--- config.mk ---
export PLATFORM = sky130hd
export DESIGN_NAME = memory_bus_arbiter
export DESIGN_NICKNAME = d
export VERILOG_FILES = /design/src/rtl/memory_bus_arbiter.sv
export SDC_FILE = /design/constraint.sdc
export NUM_CORES = 1
export LEC_CHECK = 0
export ABC_AREA = 0
export CAP_MARGIN = 10
export CORE_AREA = 2 2 249 251
export DETAILED_ROUTE_END_ITERATION = 16
export DIE_AREA = 0 0 251 253
export GPL_TIMING_DRIVEN = 0
export PLACE_DENSITY_LB_ADDON = 0.15
export SYNTH_ARGS = -nofsm -noshare
export SYNTH_HDL_FRONTEND = slang
export SYNTH_SLANG_ARGS = --single-unit
--- constraint.sdc ---
create_clock -name clk -period 11.5 [get_ports clk]
set_input_delay 3.45 -clock clk [delete_from_list [all_inputs] [get_ports clk]]
set_output_delay 3.45 -clock clk [all_outputs]
set_load 0.005 [all_outputs]
--- src/rtl/memory_bus_arbiter.sv ---
// Round-robin arbiter sharing one memory-bus request slot among NUM_REQ requesters,
// routing read responses back by BusID and limiting each requester to one outstanding read.
module memory_bus_arbiter #(
    parameter int NUM_REQ = 4,
    parameter int ID_W    = 3,
    parameter int ADDR_W  = 32,
    parameter int DATA_W  = 64
) (
    input  logic                      clk,
    input  logic                      reset_n,
    input  logic [NUM_REQ-1:0]        req_valid,
    input  logic [NUM_REQ-1:0]        req_write,
    input  logic [NUM_REQ*ADDR_W-1:0] req_addr,
    input  logic [NUM_REQ*DATA_W-1:0] req_data,
    output logic [NUM_REQ-1:0]        req_ready,
    output logic                      bus_req_valid,
    output logic [1:0]                bus_req_kind,
    output logic [ID_W-1:0]           bus_req_source,
    output logic [ADDR_W-1:0]         bus_req_addr,
    output logic [DATA_W-1:0]         bus_req_data,
    input  logic                      bus_req_accept,
    input  logic                      bus_rsp_valid,
    input  logic [ID_W-1:0]           bus_rsp_source,
    input  logic [DATA_W-1:0]         bus_rsp_data,
    output logic                      bus_rsp_accept,
    output logic [NUM_REQ-1:0]        rsp_valid,
    output logic [DATA_W-1:0]         rsp_data,
    output logic [NUM_REQ-1:0]        read_pending
);

    localparam int PTR_W = $clog2(NUM_REQ);

    typedef enum logic {
        IDLE,
        BUSY
    } state_e;

    typedef enum logic [1:0] {
        KIND_READ  = 2'd0,
        KIND_WRITE = 2'd1
    } bus_kind_e;

    state_e             state_q;
    state_e             state_d;
    logic [PTR_W-1:0]   rr_ptr;
    logic [PTR_W-1:0]   winner;
    logic [PTR_W-1:0]   next_ptr;
    logic               grant_any;
    logic               load_slot;
    logic [NUM_REQ-1:0] eligible;
    logic [NUM_REQ-1:0] grant_oh;
    logic [NUM_REQ-1:0] pending_set;
    logic [NUM_REQ-1:0] pending_clr;
    logic               rsp_good;

    function automatic int wrap_idx(input int v);
        return (v >= NUM_REQ) ? v - NUM_REQ : v;
    endfunction

    // A requester with a read in flight may still issue writes, but not another read.
    assign eligible = req_valid & ~(~req_write & read_pending);

    always_comb begin
        // NOTE: every variable gets a default before the search so no path leaves it unassigned (no latch).
        grant_any = 1'b0;
        winner    = '0;
        for (int k = 0; k < NUM_REQ; k++) begin
            if (!grant_any && eligible[wrap_idx(int'(rr_ptr) + k)]) begin
                grant_any = 1'b1;
                winner    = PTR_W'(wrap_idx(int'(rr_ptr) + k));
            end
        end
        grant_oh = grant_any ? (NUM_REQ'(1) << winner) : '0;
        next_ptr = (int'(winner) == NUM_REQ - 1) ? '0 : winner + 1'b1;
    end

    // Request-slot FSM: state register.
    always_ff @(posedge clk or negedge reset_n) begin
        if (!reset_n) begin
            state_q <= IDLE;
        end else begin
            // NOTE: sequential state uses non-blocking assignments so all flops sample the same pre-edge values.
            state_q <= state_d;
        end
    end

    // Request-slot FSM: next state and grant. Combinational outputs are forced low while
    // reset is asserted so the whole interface reads as idle during reset.
    always_comb begin
        state_d   = state_q;
        load_slot = 1'b0;
        req_ready = '0;
        case (state_q)
            IDLE: begin
                if (grant_any && reset_n) begin
                    load_slot = 1'b1;
                    req_ready = grant_oh;
                    state_d   = BUSY;
                end
            end
            BUSY: begin
                if (bus_req_accept) begin
                    state_d = IDLE;
                end
            end
            default: state_d = IDLE;
        endcase
    end

    // Slot contents stay frozen while BUSY; only the valid flag drops on accept.
    always_ff @(posedge clk or negedge reset_n) begin
        if (!reset_n) begin
            bus_req_valid  <= 1'b0;
            bus_req_kind   <= KIND_READ;
            bus_req_source <= '0;
            bus_req_addr   <= '0;
            bus_req_data   <= '0;
            rr_ptr         <= '0;
        end else if (load_slot) begin
            bus_req_valid  <= 1'b1;
            bus_req_kind   <= req_write[winner] ? KIND_WRITE : KIND_READ;
            bus_req_source <= ID_W'(winner);
            bus_req_addr   <= req_addr[winner*ADDR_W +: ADDR_W];
            bus_req_data   <= req_write[winner] ? req_data[winner*DATA_W +: DATA_W] : '0;
            rr_ptr         <= next_ptr;
        end else if (state_q == BUSY && bus_req_accept) begin
            bus_req_valid  <= 1'b0;
        end
    end

    // Responses are always taken; only those matching an outstanding read are forwarded.
    assign bus_rsp_accept = bus_rsp_valid & reset_n;

    always_comb begin
        pending_clr = '0;
        for (int i = 0; i < NUM_REQ; i++) begin
            pending_clr[i] = bus_rsp_valid && (bus_rsp_source == ID_W'(i)) && read_pending[i];
        end
        rsp_good    = |pending_clr;
        pending_set = grant_oh & ~req_write & {NUM_REQ{load_slot}};
    end

    always_ff @(posedge clk or negedge reset_n) begin
        if (!reset_n) begin
            read_pending <= '0;
            rsp_valid    <= '0;
            rsp_data     <= '0;
        end else begin
            read_pending <= (read_pending | pending_set) & ~pending_clr;
            rsp_valid    <= pending_clr;
            if (rsp_good) begin
                rsp_data <= bus_rsp_data;
            end
        end
    end

    a_accept_when_busy : assert property (
        @(posedge clk) disable iff (!reset_n) bus_req_accept |-> state_q == BUSY
    ) else $warning("bus_req_accept seen with an empty request slot");

    a_rsp_has_owner : assert property (
        @(posedge clk) disable iff (!reset_n) bus_rsp_valid |-> rsp_good
    ) else $warning("response for source %0d has no outstanding read; dropped", bus_rsp_source);

endmodule

==> metrics, run 1 <==
status completed; top area cells in the synthesized netlist dfrtp_1 (44%), a211oi_1 (9.8%), and3_1 (8.3%), mux2_2 (6.4%), mux2_1 (4.5%); most frequent CP cell clkdlybuf4s50_1; HP Class reg -> reg; setup tns final 0 ps; area share of the largest cell type after synthesis approximately 44%; first-pass iteration count of the detailed router 4; Hold Path Stages 2; Post-Synthesis Cells slightly below 1,000; Worst R2R Start read_pending[0]$_DFF_PN0_; delay-heaviest family, CP buffers and inverters; most frequent cells in the layout clkdlybuf4s50_1 (638), dfrtp_1 (175), and3_1 (131); fmax between 90 and 100 MHz; largest fanout on the critical path 11; Slew headroom 28.03%; R2R depth 8; number of port buffers between 600 and 700; DP Wirelength approximately 45,000 microns; setup ws final roughly 950 ps; EDFF count, synth 0; Total Routed Length around 56,000 microns; worst hold start bus_req_data[42]$_DFFE_PN0P_; mean post-synth cell area 10.19 sq um; CP endpoint kind primary output; CTS tree done; worst hold endpoint bus_req_data[42]$_DFFE_PN0P_; Setup CP Type in -> out; # rows 91; Tmin final 10,550 ps; final core occ 29.47%; H-tree Lvls 4; vias in the first global route 11,630; # IOs approximately 640; Max IR drop VDD 0.09630 mV; Worst-Skew Late Latency ~480 ps; GP Congestion about 0.90; Hold Vio Cnt, Final 0; Worst Path Buf+Inv 4; Reg2Reg Setup Slack around 7600 ps; Total Routing Usage GR 17.45%; Clk Tree Root Cell clkbuf_16; Post-Syn Area about 0.01 sq mm; DP Worst Slack approximately 720 ps; register area share after synthesis about 44%; worst-margin pin slew between 1000 and 1500 ps; crit path cell chain clkdlybuf4s50_1 > nor2b_2 > o2bb2ai_1 > nand2_1 > nand2_2 > buf_2 > clkbuf_1 > nor3_1 > clkdlybuf4s50_1; die area between 0.06 and 0.07 sq mm; Final Power 3.873 mW; initial antenna violation count 9; antenna-violating nets left 0; # nets final 2,098; RSZ-0062 raised after global routing no; worst path required time between 8000 and 9000 ps; # clock sinks approximately 180; Post-CTS Setup Bufs 0; first-pass GRT wire length 80,590 microns; #FFs+latches synth roughly 180; Resized cells post-CTS 0; maxcap violations 0; Remaining Overflow, GRT 0; Slowest cell on crit path clkbuf_1; CTS Hold Bufs 0; Residual DRC 0; DR WL/cell around 23 microns; Initial Util between 10% and 20%; ys flop type dfrtp_1; Finish-stage setup viols 0; Synth area leader dfrtp_1; CTS Buf Count 17; die span in y between 200 and 300 microns; clk slew on worst S/H paths about 70 ps; LEAKAGE slightly above 7 nW; Area Overhead vs Synth 81.23%; Core ar. 0.06103 sq mm; Setup Skew about 11 ps; DR vias/cell ~4.4; largest net degree at the start of global routing 96; period utilization between 90% and 100%; Synth Warn # 0; ys async rst share 100.0%; layout cell share with drive strength beyond 1 about a tenth; crit start category input port; worst r2r dst bus_req_data[62]$_DFFE_PN0P_; chip width about 250 microns; commonest non-fill, non-tap cell in the layout clkdlybuf4s50_1; CTS max path bufs 2; Largest stage delay, worst path roughly 630 ps; Slew Limit Fails 0; CP Depth 9; initial drt markers 450; via count around 11,000; Power per Cell Area 215.3 mW/mm^2; Synth cell types 46; Worst Path Arrival 7100 ps
-- tightest hold or removal path: stages, from the launching register on --
cell and delay, ps:
dfrtp_1 340, nand2_1 50, o31ai_1 50
-- report_power, final --
| part | switching, mW | total, mW | internal [mW] |
|---|---|---|---|
| logic | 1.05 | 2.14 | 1.09 |
| registers | 0.173 | 1.08 | 0.904 |
| clock network | 0.300 | 0.653 | 0.353 |
-- how the worst max path moves through the flow --
| stage | start | end | slack [ps] |
|---|---|---|---|
| detailed placement | req_write[0] | req_ready[2] | 720 |
| floorplan | req_write[1] | req_ready[3] | 3110 |
| global route | req_write[0] | req_ready[2] | 590 |
| global placement | reset_n | req_ready[0] | -5590 |
| CTS | req_write[0] | req_ready[2] | 720 |
| finish | req_write[0] | req_ready[2] | 950 |
-- state kept, by name (all words and copies together) (netlist names) --
signal,cells
bus_req_addr,32
bus_req_data,64
bus_req_kind,1
bus_req_source,2
bus_req_valid,1
read_pending,4
rr_ptr,2
rsp_data,64
rsp_valid,4
state_q,1
-- cell usage after synthesis (3+ instances only) --
cell type,n
mux2_2,56
nand2b_1,3
clkbuf_1,67
inv_1,9
nor2_1,7
o21ai_0,36
nand3_1,35
o31ai_1,34
a221o_1,32
dfrtp_1,175
buf_4,5
a21oi_1,34
buf_2,24
and3_1,131
nand2_1,77
a211oi_1,129
o31ai_2,30
buf_6,6
nor3_1,4
o211ai_1,4
mux2_1,40
-- final cells by class --
type / count / area [sq um]
Antenna cell: 9 / 22.52
Fill cell: 6470 / 43040
Sequential cell: 175 / 4379
Buffer: 104 / 484.2
Clock buffer: 19 / 442.9
Tap cell: 790 / 988.4
Timing Repair Buffer: 640 / 6429
Clock inverter: 13 / 175.2
Multi-Input combinational cell: 685 / 5024
Inverter: 11 / 41.29
-- per-stage QoR --
step	cell area, sq um	hold slack [ps]	cells
after floorplan	9928	467.4	975
after global placement	17310	461.9	2404
after detailed placement	17350	466.9	2405
after CTS	17960	484.1	2437
after global routing	17980	505.8	2442
final	17990	479.8	2446
-- metal layers --
layer / share of wire (%) / vias to the layer above / global-route usage, %
li1: - / 5049 / -
met1: 40 / 5232 / 19.80
met2: 52 / 418 / 31.35
met3: 7.0 / 36 / 5.469
met4: 1.5 / 4 / 4.966
met5: 0.039 / - / 0
-- cells by family (layout without fill, tap and decap cells) --
| family | after synthesis | in the layout | synth area share (%) |
|---|---|---|---|
| adder cells (fa/ha/maj) | 1 | 1 | 0.1261 |
| flip-flops | 175 | 175 | 44.13 |
| AND/OR/NAND/NOR | 272 | 272 | 15.02 |
| multiplexers | 96 | 96 | 10.89 |
| AO/OA/AOI/OAI | 314 | 314 | 24.51 |
| buffers and inverters | 115 | 787 | 5.295 |
| other | 1 | 11 | 0.03779 |
Note: power is estimated with default switching activity, not from simulation.
==> run 2: changes to the inputs <==
Settings changed: GPL_TIMING_DRIVEN 0 to default.
==> metrics, run 2 (synthesized netlist as in run 1, its figures left out) <==
status completed; layout cell share with drive strength beyond 1 9.814% (-0.26 points); worst r2r dst bus_req_data[43]$_DFFE_PN0P_; Tmin final 10,430 ps (-123.7 ps); Total Routing Usage GR 15.70% (-1.8 points); largest net degree at the start of global routing 161 (+68%); number of port buffers 639 (unchanged); Post-CTS Setup Bufs 0 (unchanged); initial antenna violation count 12 (+3); HP Class reg -> reg; worst-margin pin slew 1220 ps (+140.2 ps); maxcap violations 0 (unchanged); clock power share 16.7% (-0.2 points); R2R depth 9 (+1); Hold WS 481.5 ps (+1.685 ps); Final Power 3.707 mW (-4.3%); RSZ-0062 raised after global routing no; DP Wirelength 38,090 microns (-16%); setup tns final 0 ps (unchanged); crit start category input port; die span in y 253 microns (unchanged); CTS max path bufs 2 (unchanged); CTS tree done; worst hold start bus_req_data[63]$_DFFE_PN0P_; GP Congestion 0.8389 (-7.1%); Hold Path Stages 2 (unchanged); Finish-stage setup viols 0 (unchanged); Initial Util 16.26% (unchanged); # IOs 642 (unchanged); via count 10,340 (-3.8%); Power per Cell Area 210.4 mW/mm^2 (-2.3%); crit path cell chain clkdlybuf4s50_1 > nand2b_1 > a22oi_1 > nor3_2 > nand2_4 > inv_2 > ha_1 > and2_1 > clkdlybuf4s50_1; commonest non-fill, non-tap cell in the layout clkdlybuf4s50_1; H-tree Lvls 4 (unchanged); antenna-violating nets left 0 (unchanged); CTS Buf Count 17 (unchanged); most frequent CP cell clkdlybuf4s50_1; Max IR drop VDD 0.08654 mV (-10%); CP endpoint kind primary output; Worst Path Arrival 6980 ps (-120 ps); Worst Path Buf+Inv 3 (-1); Slew Limit Fails 0 (unchanged); Setup CP Type in -> out; sequential share of power 28.9% (+1.1 points); Reg2Reg Setup Slack 7470 ps (-150 ps); CTS Hold Bufs 0 (unchanged); Hold Vio Cnt, Final 0 (unchanged); first-pass iteration count of the detailed router 4 (unchanged); Resized cells post-CTS 0 (unchanged); most frequent cells in the layout clkdlybuf4s50_1 (638), dfrtp_1 (175), and3_1 (131); fillers 6,439 (-0.48%); Worst-Skew Late Latency 490 ps (about the same); chip width 251 microns (unchanged); Core ar. 0.06103 sq mm (unchanged); Slowest cell on crit path inv_2; Worst R2R Start read_pending[3]$_DFF_PN0_; Total Routed Length 50,690 microns (-10%); DP Worst Slack 1062 ps (+339.9 ps); clk slew on worst S/H paths 80 ps (about the same); Largest stage delay, worst path 780 ps (+150 ps); period utilization 90.65% (-1.1 points); Clk Tree Root Cell clkbuf_16; fmax 95.92 MHz (+1.2%); internal power consumption 2.266 mW (-3.6%); first-pass GRT wire length 73,490 microns (-8.8%); initial drt markers 411 (-8.7%); worst path required time 8050 ps (about the same); worst hold endpoint bus_req_data[63]$_DFFE_PN0P_; Remaining Overflow, GRT 0 (unchanged); sw frac 38.88% (-0.46 points); DR vias/cell 4.389 (about the same); Comb power frac 54.4% (-0.9 points); die area 0.06350 sq mm (unchanged); Setup Skew 16.27 ps (+5.493 ps); vias in the first global route 10,810 (-7.0%); DR WL/cell 21.52 microns (-6.6%); largest fanout on the critical path 37 (+26); Area Overhead vs Synth 77.53%; setup ws final 1075 ps (+123.7 ps); top flop regs bus_req_data: 64 flops, rsp_data: 64 flops, bus_req_addr: 32 flops; # rows 91 (unchanged); delay-heaviest family, CP buffers and inverters; LEAKAGE 7.071 nW (-2.1%); Psw 1.441 mW (-5.4%); final core occ 28.87% (-0.60 points); # clock sinks 175 (unchanged); Slew headroom 18.68% (-9.3 points); Residual DRC 0 (unchanged); # nets final 2,010 (-4.2%)
[run 2: cell types whose count changed in the layout (fill, tap and decap cells not counted), sizes merged]
cell    delta
bufinv     -2
buf       -22
clkinv     +2
clkbuf    -68
inv        +2
diode      -3
[run 2: layout make-up]
type                    count  area, sq um  area share, %
diodes                      6        15.01        0.08522
well taps                 790        988.4          5.610
clock inverters            15        170.2         0.9658
repair buffers            656         6540          37.12
flip-flops and latches    175         4379          24.85
inverters                  11        41.29         0.2343
multi-input cells         685         5060          28.72
clock buffers              17        425.4          2.414
[run 2: metrics by stage]
| step | area (sq um) | std cells |
|---|---|---|
| 2_1_floorplan | 9928 | 975 |
| 3_3_place_gp | 17010 | 2317 |
| 3_5_place_dp | 17010 | 2317 |
| 4_1_cts | 17600 | 2349 |
| 5_1_grt | 17610 | 2351 |
| 6_report | 17620 | 2355 |
[run 2: how the worst max path moves through the flow]
stage | from | slack [ps] | depth (start not counted) | endpoint
after global placement | req_write[3] | 1120 | 9 | req_ready[3]
after CTS | req_write[3] | 1050 | 9 | req_ready[3]
after floorplan | req_write[1] | 3110 | 8 | req_ready[3]
after global routing | req_write[0] | 860 | 9 | req_ready[3]
final | req_write[3] | 1070 | 9 | req_ready[3]
after detailed placement | req_write[3] | 1060 | 9 | req_ready[3]
[run 2: worst reg2reg max path, stage by stage, from the launching register on]
cell	delay [ps]
dfrtp_1	460
nand2b_1	160
a22oi_1	410
a311o_2	340
buf_4	610
a21oi_4	370
a22oi_2	300
buf_4	400
buf_4	600
o31ai_1	240
[run 2: per-layer routing]
layer | vias to the layer above | share of wire (%) | wire (microns) | GRT usage (%)
met5 | - | 0.14 | 71 | 0
met4 | 12 | 2.2 | 1123 | 4.779
met3 | 62 | 8.2 | 4148 | 5.900
met2 | 435 | 50 | 25130 | 27.21
met1 | 4966 | 40 | 20220 | 17.90
li1 | 4861 | - | - | -
[run 2: power groups by stage]
stage          registers, mW  logic, mW  clock network (mW)
6_report                1.07       2.02               0.618
4_1_cts                 1.08       2.07               0.649
2_1_floorplan           1.08      0.919                   0
5_1_grt                 1.11       2.20               0.670
3_3_place_gp            1.08       2.07                   0
3_5_place_dp            1.09       2.07                   0
